--- src/rtl/uart_rx.sv ---
// UART receiver: recovers DBIT-data-bit frames (optional parity) from i_rx using a 16x oversampling tick.
// Each bit is sampled at its midpoint; data and error flags update together with a one-clock done strobe.
module uart_rx #(
  parameter int DBIT       = 8,
  parameter int SB_TICK    = 16,
  parameter int PARITY_EN  = 0,
  parameter int PARITY_ODD = 0
) (
  input  logic       i_clk,
  input  logic       i_reset_n,
  input  logic       i_rx,
  input  logic       i_s_tick,
  output logic [7:0] o_dout,
  output logic       o_rx_done_tick,
  output logic       o_frame_err,
  output logic       o_parity_err
);

  typedef enum logic [2:0] {IDLE, START, DATA, PARITY, STOP} state_t;

  state_t     r_state, w_state_nxt;
  logic [1:0] r_sync;
  logic [4:0] r_s, w_s_nxt;
  logic [2:0] r_n, w_n_nxt;
  logic [7:0] r_b, w_b_nxt;
  logic       r_perr, w_perr_nxt;
  logic       w_done;
  logic       w_rx_s;
  logic [7:0] w_data;
  logic       w_par;

  assign w_rx_s = r_sync[1];
  // Data bits sit in the top DBIT bits of the shift register after the last shift.
  assign w_data = r_b >> (8 - DBIT);
  assign w_par  = (^w_data) ^ w_rx_s ^ 1'(PARITY_ODD);

  always_ff @(posedge i_clk or negedge i_reset_n) begin
    if (!i_reset_n) begin
      r_sync         <= 2'b11;
      r_state        <= IDLE;
      r_s            <= '0;
      r_n            <= '0;
      r_b            <= '0;
      r_perr         <= 1'b0;
      o_dout         <= '0;
      o_rx_done_tick <= 1'b0;
      o_frame_err    <= 1'b0;
      o_parity_err   <= 1'b0;
    end else begin
      r_sync         <= {r_sync[0], i_rx};
      r_state        <= w_state_nxt;
      r_s            <= w_s_nxt;
      r_n            <= w_n_nxt;
      r_b            <= w_b_nxt;
      r_perr         <= w_perr_nxt;
      o_rx_done_tick <= w_done;
      if (w_done) begin
        o_dout       <= w_data;
        o_frame_err  <= ~w_rx_s;
        o_parity_err <= (PARITY_EN != 0) ? r_perr : 1'b0;
      end
    end
  end

  always_comb begin
    w_state_nxt = r_state;
    w_s_nxt     = r_s;
    w_n_nxt     = r_n;
    w_b_nxt     = r_b;
    w_perr_nxt  = r_perr;
    w_done      = 1'b0;
    case (r_state)
      IDLE: begin
        if (!w_rx_s) begin
          w_state_nxt = START;
          w_s_nxt     = '0;
        end
      end
      START: begin
        if (i_s_tick) begin
          if (r_s == 5'd7) begin
            // A line back high at the start midpoint was a glitch, not a frame.
            if (!w_rx_s) begin
              w_state_nxt = DATA;
              w_s_nxt     = '0;
              w_n_nxt     = '0;
            end else begin
              w_state_nxt = IDLE;
            end
          end else begin
            w_s_nxt = r_s + 5'd1;
          end
        end
      end
      DATA: begin
        if (i_s_tick) begin
          if (r_s == 5'd15) begin
            w_s_nxt = '0;
            w_b_nxt = {w_rx_s, r_b[7:1]};
            if (r_n == 3'(DBIT - 1))
              w_state_nxt = (PARITY_EN != 0) ? PARITY : STOP;
            else
              w_n_nxt = r_n + 3'd1;
          end else begin
            w_s_nxt = r_s + 5'd1;
          end
        end
      end
      PARITY: begin
        if (i_s_tick) begin
          if (r_s == 5'd15) begin
            w_perr_nxt  = w_par;
            w_s_nxt     = '0;
            w_state_nxt = STOP;
          end else begin
            w_s_nxt = r_s + 5'd1;
          end
        end
      end
      STOP: begin
        if (i_s_tick) begin
          if (r_s == 5'(SB_TICK - 1)) begin
            w_done      = 1'b1;
            w_state_nxt = IDLE;
          end else begin
            w_s_nxt = r_s + 5'd1;
          end
        end
      end
      default: w_state_nxt = IDLE;
    endcase
  end

endmodule

--- config.mk ---
export PLATFORM = sky130hd
export DESIGN_NAME = uart_rx
export DESIGN_NICKNAME = d
export VERILOG_FILES = /design/src/rtl/uart_rx.sv
export SDC_FILE = /design/constraint.sdc
export NUM_CORES = 1
export LEC_CHECK = 0
export ABC_AREA = 1
export CAP_MARGIN = 25
export CORE_MARGIN = 5
export CORE_UTILIZATION = 45
export CTS_BUF_LIST = sky130_fd_sc_hd__clkbuf_8
export CTS_CLUSTER_SIZE = 14
export DETAILED_ROUTE_END_ITERATION = 6
export PLACE_DENSITY = 0.73
export SYNTH_ARGS = -nofsm -noshare
export SYNTH_HDL_FRONTEND = slang
export SYNTH_SLANG_ARGS = --single-unit
--- constraint.sdc ---
create_clock -name i_clk -period 1.8 [get_ports i_clk]
set_clock_uncertainty 0.2 [all_clocks]
set_input_delay 0.54 -clock i_clk [delete_from_list [all_inputs] [get_ports i_clk]]
set_output_delay 0.54 -clock i_clk [all_outputs]
set_load 0.02 [all_outputs]
# Word-level counts from Yosys, hierarchy flattened
# Cells that the tools add are included.
# Widths: inputs -> output; s select.
# classes
bitwise_logic	1
n_eq_ne	21
n_addsub	2
reduce_logical	8
mux	30
# ops
cell	n
$mux 3	16
$mux 5	7
$ne 2x2->1 const B	13
$pmux 5 s4	1
$pmux 3 s5	1
$reduce_and 10->1	1
$reduce_and 7->1	1
$eq 3x2->1 const B	2
$eq 3x3->1 const B	2
$pmux 3 s2	1
$add 5x1->5 const B	1
$eq 5x3->1 const B	1
$eq 5x4->1 const B	1
$reduce_and 5->1	1
$reduce_bool 4->1	1
$add 3x1->3 const B	1
$eq 3x1->1 const B	1
$logic_not 3->1	1
$mux 1	3
$reduce_and 3->1	1
$mux 2	1
$ne 2x1->1 const B	1
$reduce_bool 2->1	1
$reduce_or 2->1	1
$not 1->1	1
# totals
in_bits	4
register_bits	31
wordCells	70

# Logic depth before layout (Yosys ltp)
# Gate-level depths: netlist of the first run.
# depth
word_depth	5
depth_mapped	10
mapped_depth_nobuf	10

# Least setup slack after synthesis of the first run
# OpenSTA, ideal clock, no wires.
# synth_path
kind	register to register
startpoint	register r_s[0]
endpoint	register o_dout[7]
setup_slack_ns	0.163
path_stages_with_launch	8
arrival_ns	1.319
n_path_buf	1
period_less_slack_ns	1.637
path_cell_list	dfrtp_1 ha_1 nand3_2 nor2_4 nand3_4 buf_6 nand2_1 o21ai_2
# synth_between
elab_chain_len	4
# synth_rtl
element	line	source
start, declared	23	logic [4:0] r_s, w_s_nxt;
start signal, assigned	52	r_s <= w_s_nxt;
$eq 5x4->1	122	if (r_s == 5'(SB_TICK - 1)) begin
$mux 1	122	
$mux 1	121	if (i_s_tick) begin
$mux 1	72	case (r_state)
end signal, assigned	58	o_dout <= w_data;
end, declared	13	output logic [7:0] o_dout,
# Every way passes these cells.
# A chain may end at the register's enable or synchronous reset.

# Worst setup path after layout of the first run
# layout_path
startpoint	register o_dout[7]
endpoint	output o_dout[7]
# No word-level cell between the ends.

==> key figures, run 1 <==
Clock network
  – TritonCTS clock tree: done
  – Clock transition at the registers of the reported paths: roughly 0.080 ns
  – CTS Hold Bufs: 0
  – CTS Buf Count: 5
  – CTS root buf: clkbuf_8
  – Clock Latency Late Sink: around 0.29 ns
  – H-tree levels: 2
  – Sink Count: 31
  – Setup repair bufs after CTS: 0
  – Max clock buf depth: 2

Floorplan
  – Die Y: 72.9 µm
  – Row count: 22
  – Die W: 72.9 µm
  – Initial Util: 0.475
  – Die area: about 0.0053 mm²
  – Core Area: 0.00374 mm²
  – # IOs: 15

Cells and area
  – Nets: 250
  – Final std cells w/o fill: approximately 290
  – Antenna cell count: 0
  – Area grow syn2layout: 18.9%
  – Area of the multi-input gates: 866 µm²
  – Seq. cell area: 778 µm²
  – Share of cells above drive strength 1: 0.243
  – # fillers: 352

Logic synthesis
  – Compound-Gate Fraction of Synth Area: 0.0914
  – Syn nets: 227
  – Synthesized area: 0.00178 mm²
  – EDFF count, synth: 0
  – Synth Area in XOR/XNOR: 0.00985
  – Mapped Cells: 219
  – Synth Area in Simple Gates: 0.342
  – Yosys reg bits: 31
  – Syn_area_per_cell: 8.12 µm²
  – Post-synthesis cell type count: 26
  – Top_reg_cell synth: dfrtp_1
  – Adder-Cell Fraction of Synth Area: 0.0281
  – Seq/Total Area, Yosys: 0.437
  – YS warnings: 0
  – Ys async rst share: 1.00
  – Largest family of logic cells by synthesized area: simple AND/OR/NAND/NOR gates
  – Mux cell area share after synthesis: 0

GRT
  – Tot GR Track Use: 0.154
  – Largest net degree at the start of global routing: 32
  – First-pass GRT wire length: about 6.5 mm
  – GR Overflow Total: 0
  – Initial antenna violation count: 0
  – Vias in the first global route: roughly 1500

Detailed routing
  – Via count: 1415
  – Vias/cell: 4.86
  – DR iter-0 viols: 66
  – Antenna viol nets, final: 0
  – DR pass1 iterations: 4
  – DRT Wirelength: 3.55 mm
  – Avg WL per Cell: 12.2 µm
  – DRC errors left: 0

Setup path
  – Required @ worst endpoint: 1.06 ns
  – WP buf/inv: 1
  – Crit-path cells: dlygate4sd2_1
  – Worst Path Arrival: 1.02 ns
  – Crit-path leading delay family: flip-flops
  – Reg2Reg Setup Slack: 0.10 ns
  – Setup CP Type: reg -> out
  – Max incr delay on CP: 0.40 ns
  – CP max-delay cell: dfrtp_1
  – Setup crit end kind: output pin
  – Max FO, Critical Path: 2
  – Startpoint types: flop

STA
  – Fin. Hold Viols: 0
  – Fin crit share: 0.977
  – Final setup viols: 0
  – Worst setup margin: slightly above 0.04 ns
  – Max Slew Vio Count: 0
  – Final hold slack: 0.158 ns
  – Period minus WS final: 1.76 ns
  – Fmax: around 570 MHz

Placement
  – Port Buffers: 13
  – Hpwl dp: 2.45 mm
  – Placed Instances: 282
  – Dpl ws: -0.147 ns
  – Routability cong.: 0.877

Status
  – Outcome: finished clean

Power
  – Peak VDD IR: 939 µV
  – Int Power: 0.00146 W
  – Flop pwr share: 0.352
  – Sw Share: 0.376
  – Pleak: 1.11 nW
  – Pwr Density: about 1100 mW/mm²
  – Combinational power share: 0.351
  – P_sw: 0.000878 W
  – Clk pwr share: 0.297

Job
  – Max-cap violations: 0

Min path
  – Min-delay worst type: reg -> reg
-- layout make-up --
class,count,area share
well taps,48,0.0284
inverters,31,0.0550
flip-flops and latches,31,0.368
multi-input cells,153,0.409
clock inverters,3,0.0207
repair buffers,20,0.0863
clock buffers,5,0.0325
-- worst paths after layout --
kind / start / end / cells after the start
min in group asynchronous: i_reset_n / r_state[0] / 2
max: o_dout[7] / o_dout[7] / 1
min: r_sync[0] / r_sync[1] / 0
max reg2reg: r_state[0] / o_dout[5] / 6
min reg2reg: r_sync[0] / r_sync[1] / 0
max in group asynchronous: i_reset_n / r_sync[0] / 2
-- cells in the final DEF, fill, tap and decap left out --
| cell | synthesis | layout |
|---|---|---|
| o21ai_1 | 2 | 2 |
| clkbuf_8 | 0 | 5 |
| xnor2_1 | 1 | 1 |
| buf_4 | 2 | 6 |
| o21ai_2 | 16 | 16 |
| clkinv_2 | 0 | 1 |
| bufinv_16 | 0 | 1 |
| nand4_1 | 1 | 1 |
| ha_1 | 4 | 3 |
| nor2_2 | 2 | 2 |
| nor3_4 | 1 | 1 |
| clkdlybuf4s50_1 | 0 | 3 |
| nand3_4 | 2 | 2 |
| nand3_2 | 3 | 4 |
| nand2_1 | 78 | 78 |
| nand2_4 | 1 | 1 |
| nand3_1 | 19 | 19 |
| nor2_4 | 3 | 3 |
| inv_2 | 4 | 4 |
| inv_1 | 27 | 27 |
| xor2_1 | 1 | 1 |
| dfstp_2 | 2 | 2 |
| dlygate4sd2_1 | 0 | 10 |
| o21bai_1 | 1 | 1 |
| nand2_2 | 8 | 8 |
| ha_4 | 0 | 1 |
| dfrtp_1 | 29 | 29 |
| buf_12 | 0 | 1 |
| nor2_1 | 7 | 7 |
| clkinv_4 | 0 | 1 |
| a21oi_1 | 1 | 1 |
| conb_1 | 1 | 1 |
-- registers in the layout (all words and copies together), names as in the netlist --
register / flops
r_sync: 2
o_frame_err: 1
r_s: 5
r_state: 3
r_b: 8
o_rx_done_tick: 1
o_dout: 8
r_n: 3
-- synth_stat cells, types with 2 or more instances --
cell | count | area (µm²)
buf_6 | 2 | 22.5
nor2_4 | 3 | 33.8
o21ai_2 | 16 | 140
o21ai_1 | 2 | 10.0
inv_1 | 27 | 101
ha_1 | 4 | 50.1
nor2_2 | 2 | 12.5
nor2_1 | 7 | 26.3
nand3_1 | 19 | 95.1
nand3_4 | 2 | 35.0
nand2_1 | 78 | 293
nand2_2 | 8 | 50.1
dfstp_2 | 2 | 52.6
inv_2 | 4 | 15.0
buf_4 | 2 | 15.0
nand3_2 | 3 | 30.0
dfrtp_1 | 29 | 726
-- per-layer routing --
layer / GRT usage / vias up / part of all wire
met5: 0 / - / 0
met4: 0.0389 / 0 / 0.011
met3: 0.0399 / 6 / 0.048
met2: 0.248 / 24 / 0.47
met1: 0.207 / 660 / 0.47
li1: - / 725 / -
-- metrics by stage --
step / cell area, µm² / setup TNS [ns] / power [W] / utilization
finish: 2120 / 0 / 0.00234 / 0.565
global route: 2120 / -0.000639 / 0.00252 / 0.565
detailed placement: 1990 / -2.68 / 0.00161 / 0.532
CTS: 2090 / 0 / 0.00232 / 0.559
floorplan: 1780 / 0 / 0.00142 / -
global placement: 1990 / -2.48 / 0.00162 / 0.532
-- cells by family (layout without fill, tap and decap cells) --
family,after synthesis,count (layout)
flip-flops,31,31
XOR/XNOR,2,2
AO/OA/AOI/OAI,20,20
adder cells (fa/ha/maj),4,4
AND/OR/NAND/NOR,125,126
other,1,1
buffers and inverters,36,59
-- power by group through the flow --
stage	Sequential (W)	Combinational (W)	Clock, W
final	0.000822	0.000820	0.000693
after CTS	0.000815	0.000799	0.000703
after floorplan	0.000827	0.000593	0
after global placement	0.000826	0.000791	0
after detailed placement	0.000828	0.000785	0
after global routing	0.000830	0.000955	0.000737
-- repair_timing --
item | CTS | global route
pin swaps | 0 | 1
gates resized for setup | 10 | 2
endpoints found under the setup margin | 10 | 19
gates cloned | 0 | 1
Power figures use the tool's default switching activity.
==> inputs of run 2 (changes only) <==
--- a/config.mk
+++ b/config.mk
@@ -12,7 +12,7 @@
 export CTS_BUF_LIST = sky130_fd_sc_hd__clkbuf_8
 export CTS_CLUSTER_SIZE = 14
 export DETAILED_ROUTE_END_ITERATION = 6
-export PLACE_DENSITY = 0.73
+export PLACE_DENSITY = 0.75
 export SYNTH_ARGS = -nofsm -noshare
 export SYNTH_HDL_FRONTEND = slang
 export SYNTH_SLANG_ARGS = --single-unit
==> constraint.sdc (replaced) <==
create_clock -name i_clk -period 1.56 [get_ports i_clk]
set_clock_uncertainty 0.2 [all_clocks]
set_input_delay 0.468 -clock i_clk [delete_from_list [all_inputs] [get_ports i_clk]]
set_output_delay 0.468 -clock i_clk [all_outputs]
set_load 0.02 [all_outputs]
==> key figures, run 2 (synthesized netlist as in run 1, its figures left out) <==
Power
  – Peak VDD IR: 902 µV (-4.0%)
  – Total power: 0.00311 W (+33%)
  – Pleak: 1.21 nW (+9.4%)
  – Pwr Density: 1270 mW/mm² (+15%)

Min path
  – Min-delay worst type: reg -> reg

Floorplan
  – # IOs: 15 (unchanged)
  – Die area: 0.00531 mm² (unchanged)
  – Core Area: 0.00374 mm² (unchanged)
  – Die Y: 72.9 µm (unchanged)
  – Row count: 22 (unchanged)
  – Die W: 72.9 µm (unchanged)
  – Initial Util: 0.475 (unchanged)

Detailed routing
  – Via count: 1609 (+14%)
  – DRT Wirelength: 4.56 mm (+28%)
  – DRC errors left: 0 (unchanged)
  – DR iter-0 viols: 113 (+71%)
  – Vias/cell: 5.21 (+7.1%)
  – Avg WL per Cell: 14.8 µm (+21%)
  – DR pass1 iterations: 4 (unchanged)
  – Antenna viol nets, final: 0 (unchanged)

GRT
  – First-pass GRT wire length: 7.05 mm (+8.6%)
  – Vias in the first global route: 1549 (+6.5%)
  – Largest net degree at the start of global routing: 32 (unchanged)
  – Initial antenna violation count: 0 (unchanged)
  – Tot GR Track Use: 0.168 (+0.0143)
  – GR Overflow Total: 0 (unchanged)

Status
  – Failing checks: negative setup slack
  – Outcome: finished, violations left

Job
  – Max-cap violations: 0 (unchanged)

Setup path
  – Startpoint types: flop
  – Worst r2r src: r_s[1]
  – R2R Path End: r_n[0]
  – Required @ worst endpoint: 1.54 ns (+0.48 ns)
  – Setup CP Type: reg -> reg
  – Worst Path Arrival: 1.66 ns (+0.64 ns)
  – Reg2Reg Setup Slack: -0.12 ns (-0.22 ns)
  – Setup crit end kind: flop
  – Critical Path Start: r_s[1]
  – Max FO, Critical Path: 4 (+2)
  – R2r worst-path depth: 8 (+2)
  – CP Capture Point: r_n[0]

Placement
  – Port Buffers: 13 (unchanged)
  – Placed Instances: 292 (+3.5%)
  – Hpwl dp: 2.56 mm (+4.5%)
  – Routability cong.: 0.859 (-2.0%)
  – Dpl ws: -0.325 ns (-0.178 ns)

Cells and area
  – Most common cell after layout, fill and taps aside: nand2_1
  – Share of cells above drive strength 1: 0.483 (+0.240)
  – Largest registers: o_dout (8), r_b (8), r_s (5)
  – Area grow syn2layout: 37.6%
  – Final std cells w/o fill: 309 (+6.2%)
  – Nets: 268 (+7.2%)
  – Most frequent cells in the layout: nand2_1 (52), nand2_2 (30), dfrtp_1 (26)
  – Final Core Density: 0.654 (+0.0889)
  – # fillers: 303 (-14%)
  – Antenna cell count: 0 (unchanged)

Clock network
  – H-tree levels: 2 (unchanged)
  – Clock Latency Late Sink: 0.29 ns (about the same)
  – CTS Buf Count: 5 (unchanged)
  – CTS Hold Bufs: 0 (unchanged)
  – CTS root buf: clkbuf_8
  – Clock transition at the registers of the reported paths: 0.07 ns (about the same)
  – Sink Count: 31 (unchanged)
  – Max clock buf depth: 2 (unchanged)
  – TritonCTS clock tree: done

STA
  – Fmax: just under 600 MHz
  – Fin crit share: 1.08
  – Final setup viols: 25 (+25)
  – Period minus WS final: 1.68 ns
  – Fin. Hold Viols: 0 (unchanged)
  – Final hold slack: 0.151 ns (-0.00744 ns)
  – Worst setup margin: -0.117 ns (-0.158 ns)
  – Max Slew Vio Count: 0 (unchanged)
  – RSZ-0062 raised after global routing: yes
-- run 2: cell count changes in the layout (fill, tap and decap cells not counted), moves of 4 or more --
| cell | change |
|---|---|
| nand3_4 | +6 |
| dlygate4sd2_1 | -10 |
| nand3_1 | -6 |
| nand2_1 | -26 |
| buf_2 | +10 |
| nand2_2 | +22 |
| buf_4 | +10 |
| buf_6 | +4 |
-- run 2: power by group --
group / switching [W] / internal [W]
clock: 0.000334 / 0.000476
combinational: 0.000818 / 0.000525
sequential: 0.0000864 / 0.000875
total: 0.00124 / 0.00188
-- run 2: repair_timing --
item | in CTS | in global routing
pin swaps | 11 | 17
cloned | 4 | 0
resized for setup | 60 | 39
setup endpoints to repair | 36 | 28
buffers inserted | 3 | 2
-- run 2: layer usage --
metal | up-vias | wire length (µm) | global-route usage
met5 | - | 0 | 0
met4 | 0 | 81 | 0.0430
met3 | 10 | 218 | 0.0441
met2 | 48 | 2360 | 0.286
met1 | 776 | 1910 | 0.213
li1 | 775 | - | -
-- run 2: worst min path at each step --
stage	from	cells after the start	slack [ns]	endpoint
final	r_sync[0]	0	0.15	r_sync[1]
after global routing	r_sync[0]	0	0.17	r_sync[1]
after CTS	r_sync[0]	0	0.15	r_sync[1]
after detailed placement	r_sync[0]	0	0.15	r_sync[1]
after global placement	r_sync[0]	0	0.15	r_sync[1]
after floorplan	i_reset_n	0	-0.03	o_dout[0]
-- run 2: critical path, stage by stage, from the launching register on --
cell	delay, ns
dfrtp_1	0.39
ha_4	0.20
nand4_1	0.23
nand2_1	0.15
nand2_2	0.08
inv_1	0.12
nand2_4	0.07
nand2_1	0.07
nand2_1	0.05
-- run 2: area by class of cell --
type                       instances  area [µm²]  area share
tap                               48        60.1      0.0245
sequential                        31         782       0.319
multi-input combinational        156        1080       0.442
clock buffer                       5        68.8      0.0281
timing repair buffer              35         288       0.118
clock inverter                     3        43.8      0.0179
inverter                          31         124      0.0506
-- run 2: per-stage QoR --
step / area (µm²) / TNS [ns]
3_5_place_dp: 2080 / -8.44
5_1_grt: 2450 / -4.18
3_3_place_gp: 2080 / -7.71
4_1_cts: 2280 / -0.321
6_report: 2450 / -1.58
2_1_floorplan: 1790 / 0
==> inputs of run 3 (changes only) <==
--- a/config.mk
+++ b/config.mk
@@ -13,6 +13,7 @@
 export CTS_CLUSTER_SIZE = 14
 export DETAILED_ROUTE_END_ITERATION = 6
 export PLACE_DENSITY = 0.75
+export SLEW_MARGIN = 20
 export SYNTH_ARGS = -nofsm -noshare
 export SYNTH_HDL_FRONTEND = slang
 export SYNTH_SLANG_ARGS = --single-unit
==> results of run 3 <==
Same layout as run 2: the final DEF is identical, and so are final timing and power.
==> variant 1, RTL diff (config.mk and constraints of run 3) <==
`PARITY_EN`: 0 -> 1.
--- a/src/rtl/uart_rx.sv
+++ b/src/rtl/uart_rx.sv
@@ -3,7 +3,7 @@
 module uart_rx #(
   parameter int DBIT       = 8,
   parameter int SB_TICK    = 16,
-  parameter int PARITY_EN  = 0,
+  parameter int PARITY_EN  = 1,
   parameter int PARITY_ODD = 0
 ) (
   input  logic       i_clk,
Behaviour: no difference found for any inputs over 10 cycles, from zero or initial values and one cycle with i_reset_n low; that may be too few to reach the edited logic, so the function may still have changed.
==> variant 1 against run 3 <==
  * The flow still finishes with violations (negative setup slack)
  * Worst hold slack improved by 0.0043 ns
  * Cell count rose by 13%
  * Die area up 2.5%
  * First-iteration DRC count rose by 50%
  * Wire length down 0.53%
  * Sequential share of layout area rose by 1.7 points
  * Synthesized cell count is 11% higher
  * Cell area increased by 0.72%
  * Global-route usage down 0.32 points
  * Power grew 7.9%
  * Setup slack lost 0.045 ns
  * Sequential cell count increased by 2
  * Area after synthesis grew 3.0%
  * Largest power group unchanged
  * Highest routed layer unchanged
==> variant 1: results (changes against run 3) <==
yosys:
  sequential_cell_area_fraction_in_the_yosys_report: 0.452  # +0.0148
  synth-compound-area-share: 0.107  # +0.0158
  synthXorXnorAreaFrac: 0.00478  # -0.00506
  synth_cell_type_count: 22  # -15%
  synth_adder_area_share: 0.0273  # -0.000807
  syn_nets: 251  # +11%
  cells_after_synthesis: 243  # +11%
drt:
  routedWlPerCell_um: 13.0  # -12%
  firstDrtPassIters: 7  # +3
  met3_length_um: 257  # +18%
  postRouteWirelength_mm: 4.54  # -0.53%
timing:
  fin_ws_ns: -0.162  # -0.0448 ns
  final_report_setup_violation_count: 22  # -12%
  final.hold.worst_slack_ns: 0.155  # +0.00431 ns
global_route:
  grt_pass1_wl_mm: 6.96  # -1.3%
  grt_pass1_vias: 1546  # -0.19%
  met1_usage: 0.205  # -0.00821
  grt_start_max_net_pins: 21  # -34%
layout:
  layout-drive-gt1-share: 0.380  # -0.103
  nNetsFinal: 307  # +15%
  num-fill-cells: 330  # +8.9%
setup_path:
  crit-reg2reg-launch: "r_state[0]$_DFFE_PN0P_"
  cp_data_arrival_time_ns: 1.70  # +0.04 ns
  worst_path_largest_cell_delay_ns: 0.45  # +0.06 ns
  cp-endpoint: "r_state[2]$_DFFE_PN0P_"
outcome:
  violations_in_the_final_reports: "negative setup slack"
  run_status: "finished with violations"
clock_tree:
  count_of_instances_resized_after_the_clock_tree_is_built: 64  # +6.7%
placed_design:
  dp.final_hpwl_mm: 2.88  # +13%
  port_buffers: 14  # +1
  place_congestion: 0.910  # +6.0%
  place_inst: 334  # +14%
pwr:
  static-leakage-power_nw: 1.33  # +9.9%
  irDropWorstVdd_v: 0.000709  # -21%
[variant 1: cell count changes in the layout (fill, tap and decap cells not counted), moves of 8 or more]
cell and delta:
sky130_fd_sc_hd__nand2_1 +32, sky130_fd_sc_hd__o21ai_1 +8, sky130_fd_sc_hd__nand2_2 -15, sky130_fd_sc_hd__buf_4 +16
[variant 1: final cells by class]
type / count / share of cell area
multi-input combinational: 177 / 0.394
sequential: 33 / 0.336
timing repair buffer: 51 / 0.158
inverter: 31 / 0.0512
clock buffer: 5 / 0.0279
tap: 50 / 0.0254
clock inverter: 3 / 0.00710
[variant 1: through the flow]
step / utilization / total power (W) / TNS (ns) / cell area, um^2 / worst slack (ns)
3_5_place_dp: 0.567 / 0.00224 / -9.08 / 2250 / -0.402
4_1_cts: 0.598 / 0.00308 / -0.956 / 2370 / -0.0563
2_1_floorplan: - / 0.00175 / -0.00857 / 1830 / -0.00459
3_3_place_gp: 0.567 / 0.00223 / -8.32 / 2250 / -0.367
6_report: 0.621 / 0.00336 / -1.81 / 2470 / -0.162
5_1_grt: 0.621 / 0.00356 / -3.82 / 2470 / -0.246
[variant 1: worst register-to-register path: stages (launching register included)]
cell,delay (ns)
sky130_fd_sc_hd__dfrtp_1,0.45
sky130_fd_sc_hd__buf_4,0.17
sky130_fd_sc_hd__nand3_2,0.13
sky130_fd_sc_hd__nand2_1,0.12
sky130_fd_sc_hd__nand2_2,0.10
sky130_fd_sc_hd__nand2_2,0.07
sky130_fd_sc_hd__nor2_4,0.16
sky130_fd_sc_hd__nand2_2,0.10
sky130_fd_sc_hd__nand2_1,0.07
sky130_fd_sc_hd__nand2_1,0.06
[variant 1: power by group]
group          internal, W  leakage [nW]  switching [W]
registers         0.000939         0.448      0.0000840
logic             0.000716         0.841       0.000975
clock network     0.000308        0.0439       0.000338
==> variant 2, RTL diff (config.mk and constraints of run 3) <==
Made on the original files. The 5 states of `state_t` get a one-hot encoding in 5 bits.
--- a/src/rtl/uart_rx.sv
+++ b/src/rtl/uart_rx.sv
@@ -16,7 +16,7 @@
   output logic       o_parity_err
 );
 
-  typedef enum logic [2:0] {IDLE, START, DATA, PARITY, STOP} state_t;
+  typedef enum logic [4:0] {IDLE = 5'b00001, START = 5'b00010, DATA = 5'b00100, PARITY = 5'b01000, STOP = 5'b10000} state_t;
 
   state_t     r_state, w_state_nxt;
   logic [1:0] r_sync;
Function: no difference found for any inputs over 10 cycles, from zero or initial values and one cycle with i_reset_n low; not proved beyond that.
==> variant 2 against run 3 <==
  * The run still ends with negative setup slack left
  * Wire length decreased by 8.9%
  * Sequential share of layout area is 0.058 points lower
  * Power increased by 4.6%
  * Area after synthesis grew 2.8%
  * Sequential power is 6% higher
  * Count of clock-buffer cells in the layout did not move
  * Sequential cell count rose by 1
  * First-iteration DRC count up 9.7%
  * Cell area rose by 3.1%
  * Combinational power is 22% higher
  * Setup slack got worse by 0.027 ns
  * Worst hold slack gained 0.0085 ns
==> variant 2: results (changes against run 3) <==
outcome:
  run_status: "finished with violations"
  violations_in_the_final_reports: "negative setup slack"
placed_design:
  pre_cts_worst_setup_slack_ns: -0.326  # -0.000841 ns
  dp.final_hpwl_mm: 2.90  # +13%
  place_congestion: 0.879  # +2.3%
  port_buffers: 13  # unchanged
  placement.cell_area_um2: 2300  # +11%
  place_inst: 324  # +11%
setup_path:
  path_max_fanout: 5  # +1
  r2r_depth: 9  # +1
  critical_path.slowest_cell: "sky130_fd_sc_hd__dfrtp_1"
  critical_path.top_delay_family: "simple AND/OR/NAND/NOR gates"
  cp_data_arrival_time_ns: 1.68  # +0.02 ns
  worst_path_largest_cell_delay_ns: 0.36  # -0.03 ns
timing:
  fin_ws_ns: -0.144  # -0.0272 ns
  tns_ns: -2.36  # -0.774 ns
  final_report_setup_violation_count: 30  # +20%
yosys:
  synthXorXnorAreaFrac: 0  # -0.00985
  yosys-mux-area-fraction: 0  # unchanged
  synth_adder_area_share: 0.0274  # -0.000770
  sequential_cell_area_fraction_in_the_yosys_report: 0.440  # +0.00240
  synth_cell_type_count: 26  # unchanged
  ys.warnings.count: 0  # unchanged
  syn_nets: 241  # +6.2%
  synth.top_cells.by_area: "sky130_fd_sc_hd__dfrtp_1 (40%), sky130_fd_sc_hd__nand2_1 (16%), sky130_fd_sc_hd__nand3_1 (6.8%)"
  netlist_top_cells_count: "sky130_fd_sc_hd__nand2_1 (78), sky130_fd_sc_hd__inv_1 (31), sky130_fd_sc_hd__dfrtp_1 (29), sky130_fd_sc_hd__nand3_1 (25), sky130_fd_sc_hd__o21ai_0 (12)"
  cells_after_synthesis: 233  # +6.4%
  synth-compound-area-share: 0.0889  # -0.00250
global_route:
  grt_start_max_net_pins: 33  # +3.1%
  grt_pass1_wl_mm: 7.51  # +6.5%
  use_met2: 0.305  # +0.0195
  grt_antenna_before_repair: 0  # unchanged
  met1_usage: 0.217  # +0.00362
  gr_layer_usage_met3: 0.0424  # -0.00167
  grt_pass1_vias: 1704  # +10%
  grtUsageTotal: 0.181  # +0.0129
clock_tree:
  cts-root-buf: "sky130_fd_sc_hd__clkbuf_8"
  clock_insertion_delay_worst_skew_ns: 0.29  # about the same
  count_of_instances_resized_after_the_clock_tree_is_built: 79  # +32%
  worst_setup_hold_path_clk_slew_ns: 0.07  # about the same
  clock_tree.buffer_depth: 2  # unchanged
layout:
  stdcell_area_um2: 2520  # +3.1%
  num-fill-cells: 333  # +9.9%
  nNetsFinal: 294  # +9.7%
  layout-drive-gt1-share: 0.418  # -0.0646
pwr:
  irDropWorstVdd_v: 0.000646  # -28%
  finalPower_w: 0.00326  # +4.6%
  power.sequential.total_w: 0.00102  # +6%
  static-leakage-power_nw: 1.37  # +13%
  switchingPower_w: 0.00134  # +8.5%
  power.share.clock: 0.184  # -0.076
drt:
  met1Wirelength_mm: 1.84  # -3.5%
  detail_route.vias_per_cell: 4.91  # -5.7%
  postRouteWirelength_mm: 4.15  # -8.9%
  met3_length_um: 151  # -31%
  routedWlPerCell_um: 12.3  # -17%
  wl_met2_mm: 2.06  # -13%
  initialDrtViolationCount: 124  # +9.7%
  dr.max_layer_used: "met4"
-- variant 2: area by class of cell --
| type | instances | share of cell area |
|---|---|---|
| clock inverter | 3 | 0.00496 |
| timing repair buffer | 50 | 0.160 |
| inverter | 34 | 0.0526 |
| sequential | 32 | 0.319 |
| clock buffer | 5 | 0.0273 |
| multi-input combinational | 163 | 0.412 |
| tap | 50 | 0.0248 |
-- variant 2: path summary, 6_finish.rpt --
check                                         end                start  slack (ns)
hold reg to reg               r_sync[1]$_DFF_PN1_  r_sync[0]$_DFF_PN1_        0.16
setup reg to reg           r_state[4]$_DFFE_PN0P_   r_s[1]$_DFFE_PN0P_       -0.14
hold / removal                r_sync[1]$_DFF_PN1_  r_sync[0]$_DFF_PN1_        0.16
max in group asynchronous     r_sync[0]$_DFF_PN1_            i_reset_n        0.57
min in group asynchronous  r_state[4]$_DFFE_PN0P_            i_reset_n        0.34
setup / recovery           r_state[4]$_DFFE_PN0P_   r_s[1]$_DFFE_PN0P_       -0.14
